**config.mk**
```make
export PLATFORM = sky130hd
export DESIGN_NAME = monit_cmd_rx
export DESIGN_NICKNAME = d
export VERILOG_FILES = /design/src/rtl/monit_pkg.sv /design/src/rtl/monit_word_asm.sv /design/src/rtl/monit_cmd_rx.sv
export SDC_FILE = /design/constraint.sdc
export NUM_CORES = 1
export LEC_CHECK = 0
export CAP_MARGIN = 30
export CORE_MARGIN = 5
export CORE_UTILIZATION = 51
export DETAILED_ROUTE_END_ITERATION = 7
export HOLD_SLACK_MARGIN = 0.03
export PLACE_DENSITY_LB_ADDON = 0.08
export SYNTH_ARGS = -nofsm -noshare
export SYNTH_HDL_FRONTEND = slang
export SYNTH_HIERARCHICAL = 1
export SYNTH_SLANG_ARGS = --single-unit
```
**constraint.sdc**
```tcl
create_clock -name clk -period 6.8 [get_ports clk]
set_clock_uncertainty 0.15 [all_clocks]
set_input_delay 1.02 -clock clk [delete_from_list [all_inputs] [get_ports clk]]
set_output_delay 1.02 -clock clk [all_outputs]
set_load 0.02 [all_outputs]
```
**src/rtl/monit_pkg.sv**
```systemverilog
// Shared constants, FSM encoding and abort codes for the monitor command receiver.
package monit_pkg;

  localparam logic [31:0] HEADER_WORD  = 32'h2F2F0D0A;
  localparam logic [31:0] TRAILER_WORD = 32'h5C5C0D0A;
  localparam logic [23:0] ID_PREFIX    = 24'h403030;

  typedef enum logic [2:0] {
    ST_IDLE    = 3'd0,
    ST_COUNT   = 3'd1,
    ST_ID      = 3'd2,
    ST_VALUE   = 3'd3,
    ST_TRAILER = 3'd4
  } monit_state_e;

  localparam logic [2:0] ERR_NONE    = 3'd0;
  localparam logic [2:0] ERR_COUNT   = 3'd1;
  localparam logic [2:0] ERR_ID      = 3'd2;
  localparam logic [2:0] ERR_TRAILER = 3'd3;
  localparam logic [2:0] ERR_TIMEOUT = 3'd4;

endpackage

```
**src/rtl/monit_word_asm.sv**
```systemverilog
// Assembles four bytes (MSB first) into a 32-bit word; word_valid flags the 4th byte.
module monit_word_asm
  import monit_pkg::*;
(
  input  logic        clk,
  input  logic        rst,
  input  logic        clear,
  input  logic        byte_valid,
  input  logic [7:0]  byte_in,
  output logic [31:0] word,
  output logic        word_valid
);

  logic [1:0]  cnt_q, cnt_d;
  logic [23:0] shift_q, shift_d;

  // The completed word includes the byte arriving this cycle, so the FSM can act on it at once.
  always_comb begin
    cnt_d      = cnt_q;
    shift_d    = shift_q;
    word       = {shift_q, byte_in};
    word_valid = byte_valid && (cnt_q == 2'd3);
    if (clear) begin
      cnt_d   = 2'd0;
      shift_d = 24'd0;
    end else if (byte_valid) begin
      cnt_d   = cnt_q + 2'd1;
      shift_d = {shift_q[15:0], byte_in};
    end
  end

  always_ff @(posedge clk or negedge rst) begin
    if (!rst) begin
      cnt_q   <= 2'd0;
      shift_q <= 24'd0;
    end else begin
      cnt_q   <= cnt_d;
      shift_q <= shift_d;
    end
  end

endmodule

```
**src/rtl/monit_cmd_rx.sv**
```systemverilog
// Host-to-FPGA parameter-write frame decoder for the monitor UART link.
// Optional inter-byte timeout enabled by defining MONIT_CMD_RX_TIMEOUT_EN.
// Handshake: a byte is taken on every rising edge with rx_valid=1 (no backpressure);
// wr_en/frame_done/frame_err are single-cycle registered strobes.
module monit_cmd_rx
  import monit_pkg::*;
#(
  parameter int NUMBER_OF_PARAMS = 8,
  parameter int VARIABLE_LENGTH  = 32,
  parameter int TIMEOUT_CLKS     = 2000
) (
  input  logic        clk,
  input  logic        rst,
  input  logic [7:0]  rx_data,
  input  logic        rx_valid,
  output logic        wr_en,
  output logic [7:0]  wr_index,
  output logic [31:0] wr_data,
  output logic        frame_done,
  output logic        frame_err,
  output logic [2:0]  err_code,
  output logic        busy,
  output logic [2:0]  dbg_state
);

  if (NUMBER_OF_PARAMS < 1 || NUMBER_OF_PARAMS > 10) begin : g_bad_params
    $error("NUMBER_OF_PARAMS must be 1..10");
  end
  if (VARIABLE_LENGTH != 32) begin : g_bad_width
    $error("VARIABLE_LENGTH is fixed at 32");
  end
  if (TIMEOUT_CLKS < 1) begin : g_bad_timeout
    $error("TIMEOUT_CLKS must be positive");
  end

  monit_state_e state_q, state_d;
  logic [31:0]  hunt_q, hunt_d;
  logic [3:0]   pair_q, pair_d;
  logic [3:0]   k_q, k_d;
  logic         wr_en_q, wr_en_d;
  logic [7:0]   wr_index_q, wr_index_d;
  logic [31:0]  wr_data_q, wr_data_d;
  logic         frame_done_q, frame_done_d;
  logic         frame_err_q, frame_err_d;
  logic [2:0]   err_code_q, err_code_d;

  logic         asm_clear;
  logic         asm_byte_valid;
  logic [31:0]  word;
  logic         word_valid;
  logic         abort;
  logic [2:0]   abort_code;
  logic [7:0]   id_char;
  logic [7:0]   id_k;
  logic         id_ok;

  // The hunt register owns the bytes while idle; field bytes go to the assembler.
  assign asm_byte_valid = rx_valid && (state_q != ST_IDLE);

  monit_word_asm u_word_asm (
    .clk        (clk),
    .rst        (rst),
    .clear      (asm_clear),
    .byte_valid (asm_byte_valid),
    .byte_in    (rx_data),
    .word       (word),
    .word_valid (word_valid)
  );

  assign id_char = word[7:0];
  assign id_k    = id_char - 8'h30;
  assign id_ok   = (word[31:8] == ID_PREFIX) && (id_char >= 8'h30) &&
                   (id_k < 8'(NUMBER_OF_PARAMS));

`ifdef MONIT_CMD_RX_TIMEOUT_EN
  logic [31:0] idle_cnt_q, idle_cnt_d;
  logic        timeout_hit;

  always_comb begin
    idle_cnt_d  = 32'd0;
    timeout_hit = 1'b0;
    if (state_q != ST_IDLE && !rx_valid) begin
      idle_cnt_d  = idle_cnt_q + 32'd1;
      timeout_hit = (idle_cnt_d == 32'(TIMEOUT_CLKS));
    end
  end

  always_ff @(posedge clk or negedge rst) begin
    if (!rst) idle_cnt_q <= 32'd0;
    else      idle_cnt_q <= idle_cnt_d;
  end
`else
  logic timeout_hit;
  assign timeout_hit = 1'b0;
`endif

  always_comb begin
    state_d      = state_q;
    hunt_d       = hunt_q;
    pair_d       = pair_q;
    k_d          = k_q;
    wr_en_d      = 1'b0;
    wr_index_d   = wr_index_q;
    wr_data_d    = wr_data_q;
    frame_done_d = 1'b0;
    frame_err_d  = 1'b0;
    err_code_d   = err_code_q;
    asm_clear    = 1'b0;
    abort        = 1'b0;
    abort_code   = ERR_NONE;

    case (state_q)
      ST_IDLE: begin
        if (rx_valid) begin
          hunt_d = {hunt_q[23:0], rx_data};
          if (hunt_d == HEADER_WORD) begin
            state_d    = ST_COUNT;
            err_code_d = ERR_NONE;
            asm_clear  = 1'b1;
            hunt_d     = 32'd0;
          end
        end
      end
      ST_COUNT: begin
        if (word_valid) begin
          if (word == 32'd0) begin
            state_d = ST_TRAILER;
          end else if (word <= 32'(NUMBER_OF_PARAMS)) begin
            state_d = ST_ID;
            pair_d  = word[3:0];
          end else begin
            abort      = 1'b1;
            abort_code = ERR_COUNT;
          end
        end
      end
      ST_ID: begin
        if (word_valid) begin
          if (id_ok) begin
            k_d     = id_k[3:0];
            state_d = ST_VALUE;
          end else begin
            abort      = 1'b1;
            abort_code = ERR_ID;
          end
        end
      end
      ST_VALUE: begin
        if (word_valid) begin
          wr_en_d    = 1'b1;
          wr_index_d = {4'd0, k_q};
          wr_data_d  = word;
          pair_d     = pair_q - 4'd1;
          state_d    = (pair_q == 4'd1) ? ST_TRAILER : ST_ID;
        end
      end
      ST_TRAILER: begin
        if (word_valid) begin
          if (word == TRAILER_WORD) begin
            frame_done_d = 1'b1;
            state_d      = ST_IDLE;
          end else begin
            abort      = 1'b1;
            abort_code = ERR_TRAILER;
          end
        end
      end
      default: state_d = ST_IDLE;
    endcase

    // A timeout can only fire on a cycle without a byte, so it never collides with a word abort.
    if (timeout_hit) begin
      abort      = 1'b1;
      abort_code = ERR_TIMEOUT;
    end

    if (abort) begin
      frame_err_d = 1'b1;
      err_code_d  = abort_code;
      state_d     = ST_IDLE;
      hunt_d      = 32'd0;
      pair_d      = 4'd0;
      asm_clear   = 1'b1;
    end
  end

  always_ff @(posedge clk or negedge rst) begin
    if (!rst) begin
      state_q      <= ST_IDLE;
      hunt_q       <= 32'd0;
      pair_q       <= 4'd0;
      k_q          <= 4'd0;
      wr_en_q      <= 1'b0;
      wr_index_q   <= 8'd0;
      wr_data_q    <= 32'd0;
      frame_done_q <= 1'b0;
      frame_err_q  <= 1'b0;
      err_code_q   <= ERR_NONE;
    end else begin
      state_q      <= state_d;
      hunt_q       <= hunt_d;
      pair_q       <= pair_d;
      k_q          <= k_d;
      wr_en_q      <= wr_en_d;
      wr_index_q   <= wr_index_d;
      wr_data_q    <= wr_data_d;
      frame_done_q <= frame_done_d;
      frame_err_q  <= frame_err_d;
      err_code_q   <= err_code_d;
    end
  end

  assign wr_en      = wr_en_q;
  assign wr_index   = wr_index_q;
  assign wr_data    = wr_data_q;
  assign frame_done = frame_done_q;
  assign frame_err  = frame_err_q;
  assign err_code   = err_code_q;
  assign busy       = (state_q != ST_IDLE);
  assign dbg_state  = state_q;

endmodule

```
## Word level (Yosys, flattened, before mapping)

Index checks and enable logic that the tools add are counted.

| operators by class | value |
|---|---|
| magnitude comparators | 3 |
| multiplexer cells | 57 |
| reductions and logical operators | 18 |
| divide/modulo/power cells | 0 |
| equal/unequal tests | 20 |
| multipliers | 0 |
| $add $sub $neg | 3 |
| shift operators | 0 |
| bitwise operators | 0 |

Operators with widths:

| operator | count |
|---|---|
| $mux W24 | 6 |
| $mux W3 | 16 |
| $eq A32 B30 Y1 const B | 1 |
| $eq A32 B31 Y1 const B | 1 |
| $le A32 B4 Y1 const B | 1 |
| $logic_not A32 Y1 | 1 |
| $eq A24 B23 Y1 const B | 1 |
| $mux W1 | 20 |
| $mux W4 | 5 |
| $ne A3 B3 Y1 const B | 6 |
| $pmux W3 S5 | 1 |
| $mux W2 | 6 |
| $ne A3 B2 Y1 const B | 4 |
| $reduce_and A9 Y1 | 1 |
| $ge A8 B6 Y1 const B | 1 |
| $lt A8 B4 Y1 const B | 1 |
| $pmux W4 S2 | 1 |
| $reduce_bool A2 Y1 | 4 |
| $sub A8 B6 Y8 const B | 1 |
| $eq A3 B2 Y1 const B | 2 |
| $pmux W2 S3 | 1 |
| $reduce_and A3 Y1 | 2 |
| $reduce_bool A3 Y1 | 2 |
| $reduce_and A5 Y1 | 1 |
| 11 further kinds | 15 |

| word-level totals | value |
|---|---|
| output and inout bits | 50 |
| memories kept | 0 |
| bits of input ports | 11 |
| bits in read-only memories | 0 |
| logic and storage cells | 113 |
| RAM bits | 0 |
| bits in latches | 0 |
| flip-flop bits (word level) | 103 |

## Logic depth before layout (Yosys ltp)

Gate-level depths: netlist of run 1.

| depth | value |
|---|---|
| depth in word-level cells | 8 |
| mapped depth | 13 |

## Hierarchy

Netlist of run 1, hierarchy kept.

By module, submodules not included:

| module | cells an instance | area an instance (µm²) | times used | sequential area each (µm²) |
|---|---|---|---|---|
| monit_cmd_rx | 308 | 3455.8 | 1 | 1901.8 |
| monit_word_asm | 94 | 1153.6 | 1 | 650.6 |

## Worst setup path before layout of run 1

No wires, ideal clock.

| timing path | value |
|---|---|
| path type | input to register |
| start point | input port rx_data[0] |
| end point | register u_word_asm.shift_q[10] |
| library setup time | 0.072 ns |
| arrival | 3.458 ns |
| required time | 6.578 ns |
| slack | 3.119 ns |
| buffers on the path | 4 |
| cell stages on the path | 11 |
| path through | buf_4 > or2_1 > or4_1 > or4_4 > and3_4 > o31ai_4 > buf_2 > nand2_1 > buf_2 > clkbuf_1 > nor2_1 |

| on the way | value |
|---|---|
| cells in the longest elaborated chain, start to end | 8 |
| elaborated cells on any way between the ends | 23 |
| those cells by class | add/sub (1); order compare (3); eq/ne (2); mux (13); reduce/logical (4) |

Ends and longest elaborated chain:

| element | RTL line | RTL |
|---|---|---|
| start, declared | monit_cmd_rx.sv:14 | `input logic [7:0] rx_data,` |
| $sub A8 B6 Y8 or $ge A8 B6 Y1 (tied branches) | monit_cmd_rx.sv:71, monit_cmd_rx.sv:72 |  |
| $lt A8 B4 Y1 or $logic_and A1 B1 Y1 (tied branches) | monit_cmd_rx.sv:73, monit_cmd_rx.sv:72 |  |
| $logic_and A1 B1 Y1 | monit_cmd_rx.sv:72 | `assign id_ok = (word[31:8] == ID_PREFIX) && (id_char >= 8'h30) &&` |
| $mux W1 | monit_cmd_rx.sv:139 | `if (id_ok) begin` |
| $mux W1 | monit_cmd_rx.sv:138 | `if (word_valid) begin` |
| $pmux W1 S3 | monit_cmd_rx.sv:112 | `case (state_q)` |
| $mux W1 (*) | monit_cmd_rx.sv:177 | `if (abort) begin` |
| net asm_clear | monit_cmd_rx.sv:47 | `logic asm_clear;` |
| $mux W24 or $reduce_bool A2 Y1 (tied branches) | - |  |
| end signal, assigned | monit_word_asm.sv:38 | `shift_q <= shift_d;` |
| end, declared | monit_word_asm.sv:15 | `logic [23:0] shift_q, shift_d;` |

Mark *: on every way through the listed nets, which the timed path passes. The rest lies on a longest branch.
A chain may end at the register's enable or synchronous reset.

## Worst setup path after layout of run 1

| timing path | value |
|---|---|
| start point | input port rx_data[0] |
| end point | register u_word_asm.shift_q[6] |

The elaborated chain is that of the path after synthesis.

==> impl_summary.md, run 1 <==
Flow run
The max-cap violation count is 0.

Timing
Measured against its own limit, the worst slew margin works out to 38.9%. Setup repair after global routing left no endpoint under its margin. On the final layout, the worst hold slack is around 360 ps.

For the pin with the worst max-slew slack, the measured transition is 915 ps. In the final timing run, aggregate negative setup slack is 0 ps. The number of slew-limit violations in the final report came to 0. The clock period could shrink to around 4400 ps. The final-report setup violation count is 0. The final critical path takes up 65.0% of the cycle. Static timing analysis puts the maximum clock frequency at 0.226 GHz.

The final number of hold-violating endpoints is 0.

Route
After detailed routing, the number of remaining DRC violations is 0. After detailed routing, the average wire length per cell comes to ~18 um. Dividing the detail-routed via count by the number of cells gives 5.70.

For this block, the via count after detailed routing is 3167. The DRC marker count from the first detailed-route iteration is ~190. The first-pass iteration count of the detailed router is 4.

The total wire length after detailed routing is 9830 um. Once detail routing completed, the nets flagged for antenna violations numbered 0.

Run status
The run finished with clean final reports.

Logic synthesis
The mean instance size in the synthesized netlist is 11.5 um^2. The flip-flop and latch count after synthesis is between 100 and 150. The number of warnings issued by yosys is 6.

The synthesized-area fraction occupied by xor and xnor cells is 0.190%. In the synthesized netlist the dominant register cell turns out to be dfrtp_1. The area share of and/or/nand/nor cells after synthesis is between 15 and 20%.

The synthesized netlist devotes 7.36% of its cell area to compound gates. The sequential element share of the synthesized area is 55.4%. In the synthesized netlist the async set-or-reset flop fraction comes to 100%. Yosys mapped the design onto 50 distinct sky130hd cell types. The dominant combinational cell family by area after synthesis is simple AND/OR/NAND/NOR gates. The adder-cell share of the synthesized area is between 1 and 1.5%. The synthesized netlist cell count is about 400.

After synthesis, the share of cell area in mux cells is 15.2%. The post-synthesis instance area is 0.00461 mm^2. The number of enable flip-flop cells after synthesis is 0.

Placement
During placement, the flow inserted port buffers numbering 55. The sum of net half-perimeters after detailed placement is 6720 um. The number of placed instances, taps included, is approximately 540. At the end of routability-driven placement, the weighted congestion stood at 0.828.

CTS
The number of gates resized after CTS was 0. The post-cts hold buffer count is 0. Buffers inserted during clock tree synthesis total 9. The maximum clock path buffer count is 2. Clock tree synthesis found a total of 102 sinks. The buffer type at the clock tree root is clkbuf_8.

TritonCTS built the clock tree. In this run the number of H-tree levels came out at 3. The later pin in the worst-skew pair is clocked with a latency of about 370 ps. The clock transition at the registers of the reported paths is 100 ps.

The total setup buffers inserted after CTS is 0.

Floorplan
The floorplan step defined a die boundary enclosing about 0.011 mm^2. Once the floorplan was initialized, standard cells occupied between 50 and 60% of the core. a little over 60 I/O pins were placed. In this run the standard cell core region covers 0.00876 mm^2. The initialized floorplan defines 34 standard-cell rows. The width of the chip is between 100 and 150 um. Measured along the y axis, the die boundary spans 105 um.

Setup path
The arrival time at the worst endpoint is 4560 ps. The family with the most delay on the worst path is simple AND/OR/NAND/NOR gates. The worst setup path is of the input pin to flop kind. The number of buffers and inverters on the critical path is 1.

The slowest stage cell on the critical path is nand2_1. The data required time of the worst path is 6940 ps. Traced cell by cell, the critical path runs through clkdlybuf4s50_1 -> or2_1 -> or4_1 -> or4_4 -> and3_4 -> o31ai_4 -> nand2_1 -> nor2_1. STA classifies the critical path endpoint as a flop. The largest single stage delay on the critical path is 700 ps. The worst setup path is launched from an input pin. Of all nets on the critical path, the largest fanout is 26.

Min path
The min-delay analysis places its worst path in the category flop to flop.

Global route
The met1 usage is 26.4%. The number of antenna violations at the first check in global routing is 0. The total global routing overflow is 0. The via count of the first global-routing pass is 3300.

The maximum number of pins on one net before global-route repair is 60. The first global-routing pass estimated 16900 um of wire. The met3 usage in global routing is ~4.4%.

Global routing consumed, over all layers together, 18.6% of the routing resources. Global routing consumed, on the met2 layer, 28.8% of the routing resources. met2 is the most crowded layer.

Cells and area
The post-layout instance count excluding filler cells is ~560. The layout has 781 filler cells. Compared with the post-synthesis result, the final layout area differs by 15.5%. The library cell used most frequently in the layout, excluding fill and tap cells, is dfrtp_1.

In the layout the commonest cells are dfrtp_1, clkdlybuf4s50_1, nand2_1. The antenna diode instance count is 0. Once layout is complete, the utilization of the core stands at 60.7%. The share of final-layout standard cells stronger than drive strength 1 is 15.2%. In the final design database the tool counted 458 nets.

Power
The completed layout was analyzed and its total power is between 1000 and 1500 uW. Summed over all cells, the static leakage comes to 0.00242 uW. The worst voltage drop across the vdd grid is 0.113 mV. In this run the power density over the cells is approximately 210 mW/mm^2.
[metrics by stage]
step	setup slack, ps	cell area, um^2
2_1_floorplan	3120	4620
3_3_place_gp	2090	5120
6_report	2380	5320
3_5_place_dp	1990	5120
4_1_cts	2380	5320
5_1_grt	2110	5320
[state kept, by name, indices dropped and copies added (netlist names)]
signal / flops
dbg_state: 3
err_code: 2
k_q: 4
pair_q: 4
frame_done: 1
u_word_asm/cnt_q: 2
wr_en: 1
u_word_asm/shift_q: 24
frame_err: 1
wr_data: 32
wr_index: 4
hunt_q: 24
[power by group]
part	total [uW]	internal, uW	switching [uW]	leakage (uW)
Combinational	61.7	23.0	38.7	0.000954
Clock	399	176	223	0.000103
Sequential	647	628	19.4	0.00136
[layout make-up]
| class | instances | area, um^2 | share of cell area [%] |
|---|---|---|---|
| Inverter | 8 | 30.0 | 0.564 |
| Clock buffer | 9 | 124 | 2.33 |
| Multi-Input combinational cell | 265 | 1830 | 34.5 |
| Tap cell | 108 | 135 | 2.54 |
| Sequential cell | 102 | 2550 | 48.0 |
| Clock inverter | 6 | 76.3 | 1.43 |
| Timing Repair Buffer | 58 | 571 | 10.7 |
[per-layer routing]
layer | part of all wire [%] | wire, um
met1 | 46 | 4540
met2 | 47 | 4630
met3 | 5.6 | 555
met4 | 1.1 | 107
met5 | 0 | 0
[worst paths after layout]
| path | endpoint | slack [ps] | start | cells after the start |
|---|---|---|---|---|
| worst max register to register | wr_data[9]$_DFFE_PN0P_ | 3280 | dbg_state[1]$_DFFE_PN0P_ | 8 |
| worst min-delay path | wr_index[2]$_DFFE_PN0P_ | 360 | wr_index[2]$_DFFE_PN0P_ | 1 |
| worst max-delay path | u_word_asm/shift_q[6]$_DFFE_PN0P_ | 2380 | rx_data[0] | 8 |
| max in group asynchronous | hunt_q[9]$_DFFE_PN0P_ | 4880 | rst | 2 |
| min in group asynchronous | wr_en$_DFF_PN0_ | 480 | rst | 1 |
| worst min register to register | wr_index[2]$_DFFE_PN0P_ | 360 | wr_index[2]$_DFFE_PN0P_ | 1 |
[synth_stat cells (all sizes together), types with 3 or more instances]
cell	number	share of area [%]
or2	4	0.54
ha	3	0.81
dfrtp	102	55
mux2	39	9.5
nor2	37	3.1
nor2b	4	0.54
o21ai	19	2.1
inv	8	0.65
nor3b	3	0.49
nand4	4	0.54
and2	4	0.54
mux2i	26	5.6
buf	20	3.7
a21oi	6	0.65
nand2	45	3.7
and3	4	0.65
clkbuf	11	0.90
nor4	6	0.81
nor3	11	1.2
or4	7	1.3
nand3	6	0.65
a32o	11	2.4
[logic make-up after synthesis]
kind of cell / after synthesis
other: 1
muxes: 65
and+or+nand+nor: 143
AOI/OAI and AO/OA: 47
adders and majority gates: 4
DFF: 102
buffers and inverters: 39
xor gates and xnor gates: 1
[worst reg2reg max path, cell delays in order (launching register included)]
cell and delay (ps):
dfrtp_1 530, nor3_1 430, nor2b_2 70, buf_4 280
and2_1 370, and2_1 230, nand2_1 550, buf_4 420
mux2_2 380
(Power assumes the default switching activity.)
==> run 2: changes to the inputs <==
--- a/config.mk
+++ b/config.mk
@@ -7,7 +7,7 @@
 export LEC_CHECK = 0
 export CAP_MARGIN = 30
 export CORE_MARGIN = 5
-export CORE_UTILIZATION = 51
+export CORE_UTILIZATION = 50
 export DETAILED_ROUTE_END_ITERATION = 7
 export HOLD_SLACK_MARGIN = 0.03
 export PLACE_DENSITY_LB_ADDON = 0.08
==> constraint.sdc (replaced) <==
create_clock -name clk -period 4 [get_ports clk]
set_clock_uncertainty 0.15 [all_clocks]
set_input_delay 0.6 -clock clk [delete_from_list [all_inputs] [get_ports clk]]
set_output_delay 0.6 -clock clk [all_outputs]
set_load 0.02 [all_outputs]
==> run 2 against run 1 <==
Sequential share of layout area down 0.32 points. Sequential power is 70% higher. Count of clock-buffer cells in the layout unchanged. Clock power increased by 52%. Flip-flop and latch count stayed put. Largest cell class unchanged. Non-clock buffer count grew 7. Via count rose by 1.7%. Final cell count grew 1.8%. Largest power group unchanged. Combinational power increased by 82%. Total power grew 64%.
==> impl_summary.md, run 2 (synthesized netlist as in run 1, its figures left out) <==
Setup path
The sort of element at the end of the critical path is a flop. The number of buffers and inverters on the critical path is 3 (+2). STA classifies the critical path startpoint as an input pin.

The highest net fanout along the worst path came to 19 (-27%). The end of the critical path is pair_q[2]$_DFFE_PN0P_. The worst stage delay on the critical path is 510 ps (-190 ps). The critical path starts at rx_data[0]. The cell depth of the worst setup path is 9 (+1). The reg2reg setup slack was 1060 ps (-2220 ps). Among all stages on the critical path, the largest delay is contributed by or4_1. The number of cells on the worst reg-to-reg path is 7 (-1). The worst setup path is of the input pin to flop kind. The capture point of the worst reg-to-reg path is wr_data[16]$_DFFE_PN0P_. The data required time of the worst path is 4130 ps (-2810 ps).

The arrival time at the worst endpoint is 3270 ps (-1290 ps). The family with the most delay on the worst path is simple AND/OR/NAND/NOR gates. The startpoint identified for the worst register-to-register timing path is dbg_state[1]$_DFFE_PN0P_.

Walking the worst path, the cells encountered are clkdlybuf4s50_1 -> or2_1 -> or4_1 -> or4_4 -> and3_4 -> o31ai_4 -> buf_4 -> inv_2 -> a31oi_1.

Route
The total wire length after detailed routing is 10400 um (+5.7%). The number of nets with antenna violations after detailed routing came to 0 (unchanged). The count of unresolved DRC violations after routing is 0 (unchanged).

The number of vias per cell after detailed routing came to 5.69 (-0.12%). The first-pass iteration count of the detailed router came to 4 (unchanged). The DRC marker count from the first detailed-route iteration was 154 (-18%).

The routed length per instance is 18.4 um (+3.8%). The overall via count from detail_route is 3220 (+1.7%).

Cells and area
The final net count is 465 (+1.5%). The top cell types in the final layout, fill and taps aside, are dfrtp_1, clkdlybuf4s50_1, nand2_1. The most common cell after layout, fill and taps aside is dfrtp_1. The signed area change from the synthesized netlist to the final layout is 16.3%.

The total area of sequential cells is 0.00255 mm^2 (unchanged). The antenna diode instance count is 0 (unchanged). The share of final-layout standard cells stronger than drive strength 1 was 16.5% (+1.3 points).

The flip-flop count of the largest register, all copies and words added was 32 (unchanged). The area used by multi-input combinational logic is 0.00183 mm^2 (unchanged). The count of fill cells added during filler insertion came to 791 (+1.3%).

Global route
The wire length of the first global-routing pass is 17500 um (+4.0%). The global-route total usage across every layer is 19.5% (+0.94 points). The number of antenna violations at the first check in global routing is 0 (unchanged).

The maximum number of pins on one net before global-route repair came to 38 (-37%). The via count of the first global-routing pass is 3466 (+5.0%). The total global routing overflow was 0 (unchanged).

Timing
In the finished design, the share of the clock period the worst path needs comes to about four fifths. Setup repair after global routing left no endpoint under its margin. Derived from the worst setup path, the maximum achievable clock frequency is 0.318 GHz. The transition time at the pin with the least slew margin was 835 ps (-79.5 ps). The final setup slack of the worst path is 859 ps (-1520 ps). The final-report setup violation count is 0 (unchanged).

The number of slew-limit violations in the final report came to 0 (unchanged). The final number of hold-violating endpoints came to 0 (unchanged). The max-slew headroom at the worst pin came to 43.9% (+5.1 points). The setup total negative slack is 0 ps (unchanged). The final critical delay including setup and external delays is between 3000 and 4000 ps.

Run status
The flow ran to the end, and the final reports show no timing, DRC or antenna violations.

Placement
The number of buffers added on ports is 55 (unchanged). The final weighted congestion in routability-driven placement is 0.846 (+2.2%). The worst slack at placement is 503 ps (-1490 ps). The sum of net half-perimeters after detailed placement came to 7320 um (+8.9%).

CTS
The clock net sink count is 102 (unchanged). TritonCTS built the clock tree. The clock latency of the later-clocked register in the worst-skew pair came to 360 ps (about the same). The post-cts hold buffer count was 0 (unchanged).

The maximum clock path buffer count came to 2 (unchanged). The maximum level of the CTS H-tree is 3 (unchanged). The total setup buffers inserted after CTS came to 0 (unchanged). The number of gates resized after cts came to 0 (unchanged). The TritonCTS buffer count is 9 (unchanged). The tree is rooted in a clkbuf_8. The clock transition at the registers of the reported paths was 100 ps (about the same).

Floorplan
The area of the die is 0.0112 mm^2 (+1.8%). The die outline height was 106 um (+0.90%). The initial core utilization came to 50.6% (-2.0 points). The standard-cell row count is 35 (+2.9%). The core footprint was 0.00911 mm^2 (+3.9%). The width of the chip is 106 um (+0.90%). The number of top-level design ports is 61 (unchanged).

Flow run
The max-cap violation count is 0 (unchanged).

Power
The cell leakage power is 0.00244 uW (+0.99%). The worst voltage drop across the vdd grid is 0.184 mV (+63%). The power per cell area was 340 mW/mm^2 (+63%).

Min path
The class of the tightest hold or removal check is input pin to asynchronous set/reset pin.
[run 2: metal layers]
| metal | wire [um] | global-route usage [%] | up-vias |
|---|---|---|---|
| met5 | 0 | 0 | - |
| met4 | 228 | 6.48 | 0 |
| met3 | 276 | 3.46 | 21 |
| met2 | 5010 | 32.4 | 59 |
| met1 | 4870 | 26.0 | 1634 |
| li1 | - | - | 1506 |
[run 2: worst min path at each step]
| stage | endpoint | cells after the start |
|---|---|---|
| floorplan | dbg_state[0]$_DFFE_PN0P_ | 0 |
| global placement | k_q[3]$_DFFE_PN0P_ | 1 |
| detailed placement | wr_index[1]$_DFFE_PN0P_ | 1 |
| CTS | wr_index[3]$_DFFE_PN0P_ | 1 |
| global route | wr_data[23]$_DFFE_PN0P_ | 1 |
| finish | wr_en$_DFF_PN0_ | 1 |
[run 2: cell type report]
cell class / instances / area share, %
clock inverters: 6 / 1.05
well taps: 111 / 2.59
flip-flops and latches: 102 / 47.6
multi-input cells: 265 / 34.2
inverters: 8 / 0.560
repair buffers: 65 / 11.6
clock buffers: 9 / 2.31
[run 2: worst reg2reg max path: cells and delay by family (launching register included)]
kind	cells	cell delay, ps
multiplexers	1	420
buffers and inverters	1	420
flip-flops	1	540
AND/OR/NAND/NOR	5	1290
[run 2: stage by stage]
stage	power, uW	cells	util, %	hold slack, ps	instance area [um^2]
2_1_floorplan	1180	406	-	154	4620
3_3_place_gp	1230	551	56.9	331	5180
3_5_place_dp	1240	551	56.9	340	5180
4_1_cts	1840	566	58.8	50.4	5360
5_1_grt	1900	566	58.8	73.0	5360
6_report	1820	566	58.8	47.7	5360
[run 2: power by group]
group | total (uW) | leakage [uW] | internal, uW | switching (uW)
combinational | 112 | 0.000987 | 42.4 | 69.5
sequential | 1100 | 0.00136 | 1070 | 33.3
clock | 607 | 0.0000932 | 235 | 372
==> run 3: changes to the inputs <==
==> constraint.sdc (replaced) <==
create_clock -name clk -period 2.8 [get_ports clk]
set_clock_uncertainty 0.15 [all_clocks]
set_input_delay 0.42 -clock clk [delete_from_list [all_inputs] [get_ports clk]]
set_output_delay 0.42 -clock clk [all_outputs]
set_load 0.02 [all_outputs]
==> run 3 against run 2 <==
Combinational power increased by 63%. Final cell count up 5.8%. Clock power grew 50%. Count of clock-buffer cells in the layout grew 1. Sequential power up 43%. Total power up 46%. Via count increased by 3.3%.
==> impl_summary.md, run 3 (synthesized netlist as in run 1, its figures left out) <==
Setup path
The reg2reg setup slack is 150 ps (-910 ps). In this run the critical register-to-register path is launched from u_word_asm/shift_q[20]$_DFFE_PN0P_. The capture point of the worst reg-to-reg path is u_word_asm/shift_q[1]$_DFFE_PN0P_. The arrival time at the worst endpoint came to 2820 ps (-450 ps). The worst setup path is of the input pin to flop kind. The worst setup path is captured at a flop. The data required time of the worst path was 2930 ps (-1200 ps). The number of cells on the worst reg-to-reg path is 8 (+1). The highest net fanout along the worst path is 13 (-6).

The worst setup path is launched from an input pin.

CTS
The clock transition at the registers of the reported paths is 90 ps (about the same). The TritonCTS buffer count is 9 (unchanged). The clock net sink count is 102 (unchanged). The maximum clock path buffer count is 2 (unchanged). The maximum level of the CTS H-tree came to 3 (unchanged).

The buffer type at the clock tree root is clkbuf_8. The clock latency of the later-clocked register in the worst-skew pair is 350 ps (about the same). TritonCTS built the clock tree.

Floorplan
The number of top-level design ports is 61 (unchanged). The initial core utilization is 50.6% (unchanged). The standard-cell row count is 35 (unchanged). The core footprint is 0.00911 mm^2 (unchanged). The width of the chip is 106 um (unchanged). The area of the die is 0.0112 mm^2 (unchanged). The die outline height is 106 um (unchanged).

Global route
The met3 usage in global routing is 2.49% (-0.97 points). The total global routing overflow was 0 (unchanged). The most used routing layer in global routing is met2. The fraction of met2 tracks used by global routing is 31.0% (-1.5 points). The number of antenna violations at the first check in global routing is 0 (unchanged). The global-route total usage across every layer is 19.1% (-0.41 points). The met1 usage came to 26.8% (+0.84 points). The via count of the first global-routing pass was 3471 (+0.14%). The maximum number of pins on one net before global-route repair is 70 (+84%). The wire length of the first global-routing pass was 17500 um (-0.31%).

Cells and area
In the layout the commonest cells are dfrtp_1, clkdlybuf4s50_1, nand2_1. The share of final-layout standard cells stronger than drive strength 1 is 22.1% (+5.6 points). The flip-flop count of the largest register, all copies and words added came to 32 (unchanged).

The count of fill cells added during filler insertion is 787 (-0.51%). The fraction of the core area covered by cells at the end of the flow is 62.7% (+3.9 points). Leaving out fill and tap cells, the most frequent cell in the layout is dfrtp_1. The signed area change from the synthesized netlist to the final layout is 23.9%.

The final net count is 498 (+7.1%). The antenna diode instance count came to 0 (unchanged).

Placement
The sum of net half-perimeters after detailed placement is 7010 um (-4.2%). The final weighted congestion in routability-driven placement is 0.868 (+2.6%). The worst slack at placement is -414 ps (-917 ps).

The number of buffers added on ports was 55 (unchanged).

Flow run
The max-cap violation count is 0 (unchanged).

Route
The number of vias per cell after detailed routing is 5.55 (-2.4%). The count of unresolved DRC violations after routing is 0 (unchanged). The routed length per instance was 16.9 um (-7.9%). The first-pass iteration count of the detailed router came to 4 (unchanged). The number of nets with antenna violations after detailed routing came to 0 (unchanged). The DRC marker count from the first detailed-route iteration is 114 (-26%). The total wire length after detailed routing is 10100 um (-2.5%). The overall via count from detail_route is 3326 (+3.3%).

Timing
Setup repair after global routing left no endpoint under its margin. The worst hold margin is 361 ps (+313 ps). After layout, the minimum clock period comes to around 2700 ps. The max-slew headroom at the worst pin is 46.2% (+2.2 points). The final-report setup violation count is 0 (unchanged). The final critical path takes up 96.0% of the cycle. The final number of hold-violating endpoints is 0 (unchanged). The final setup slack of the worst path is 111 ps (-748 ps). The setup total negative slack is 0 ps (unchanged).

The transition time at the pin with the least slew margin is 802 ps (-33.0 ps). The maximum frequency from static timing analysis is 0.372 GHz. The number of slew-limit violations in the final report is 0 (unchanged).

Run status
The run finished with clean final reports.

Min path
The path class of the tightest hold or removal check is flop to flop. Along the worst hold path, the cell count comes to 1. In this run the most critical hold path is launched from wr_data[8]$_DFFE_PN0P_. The sink of the worst hold path is wr_data[8]$_DFFE_PN0P_.

Power
The power per cell area is 465 mW/mm^2 (+37%). The cell leakage power came to 0.00261 uW (+6.8%). The power after layout was 2660 uW (+46%). The worst voltage drop across the vdd grid was 0.272 mV (+48%).
run 3: worst max-delay path: stages:
cell and delay [ps]:
clkdlybuf4s50_1 490, nand3_1 100, or4_1 420, or4_4 440
and3_4 210, o31ai_4 310, nand2_4 150, buf_16 180
nor2_1 100
run 3: where the power goes:
part	internal (uW)	switching [uW]
sequential	1520	42.2
combinational	77.9	104
clock	413	496
total	2020	643
run 3: timing repair:
| item | 4_1_cts | 5_1_grt |
|---|---|---|
| gates resized for setup | 8 | 0 |
| endpoints found under the hold margin | 33 | 0 |
| hold buffers | 1 | 0 |
| buffers inserted | 3 | 0 |
| endpoints found under the setup margin | 7 | 0 |
run 3: worst max path at each step:
stage / start / endpoint / slack [ps] / cells past startpoint
finish: rx_data[3] / u_word_asm/shift_q[1]$_DFFE_PN0P_ / 110 / 9
global route: rx_data[3] / u_word_asm/cnt_q[1]$_DFFE_PN0P_ / 4 / 9
CTS: rx_data[3] / u_word_asm/shift_q[4]$_DFFE_PN0P_ / 130 / 9
detailed placement: rx_data[2] / dbg_state[2]$_DFFE_PN0P_ / -410 / 7
global placement: rx_data[2] / dbg_state[2]$_DFFE_PN0P_ / -390 / 7
floorplan: rx_data[2] / u_word_asm/shift_q[10]$_DFFE_PN0P_ / -50 / 11
run 3: cell type report:
class	count	area, um^2	area share, %
Clock inverter	5	60.1	1.05
Inverter	8	35.0	0.613
Sequential cell	102	2550	44.7
Clock buffer	10	128	2.23
Multi-Input combinational cell	265	1850	32.3
Timing Repair Buffer	98	952	16.7
Tap cell	111	139	2.43
run 3: per-stage QoR:
step / std cells / cell area, um^2
5_1_grt: 599 / 5710
3_5_place_dp: 579 / 5430
3_3_place_gp: 579 / 5430
6_report: 599 / 5710
4_1_cts: 599 / 5710
2_1_floorplan: 406 / 4680
run 3: layer usage:
metal	part of all wire, %	up-vias
li1	-	1571
met2	48	93
met5	0	-
met1	46	1647
met4	1.6	0
met3	3.8	15
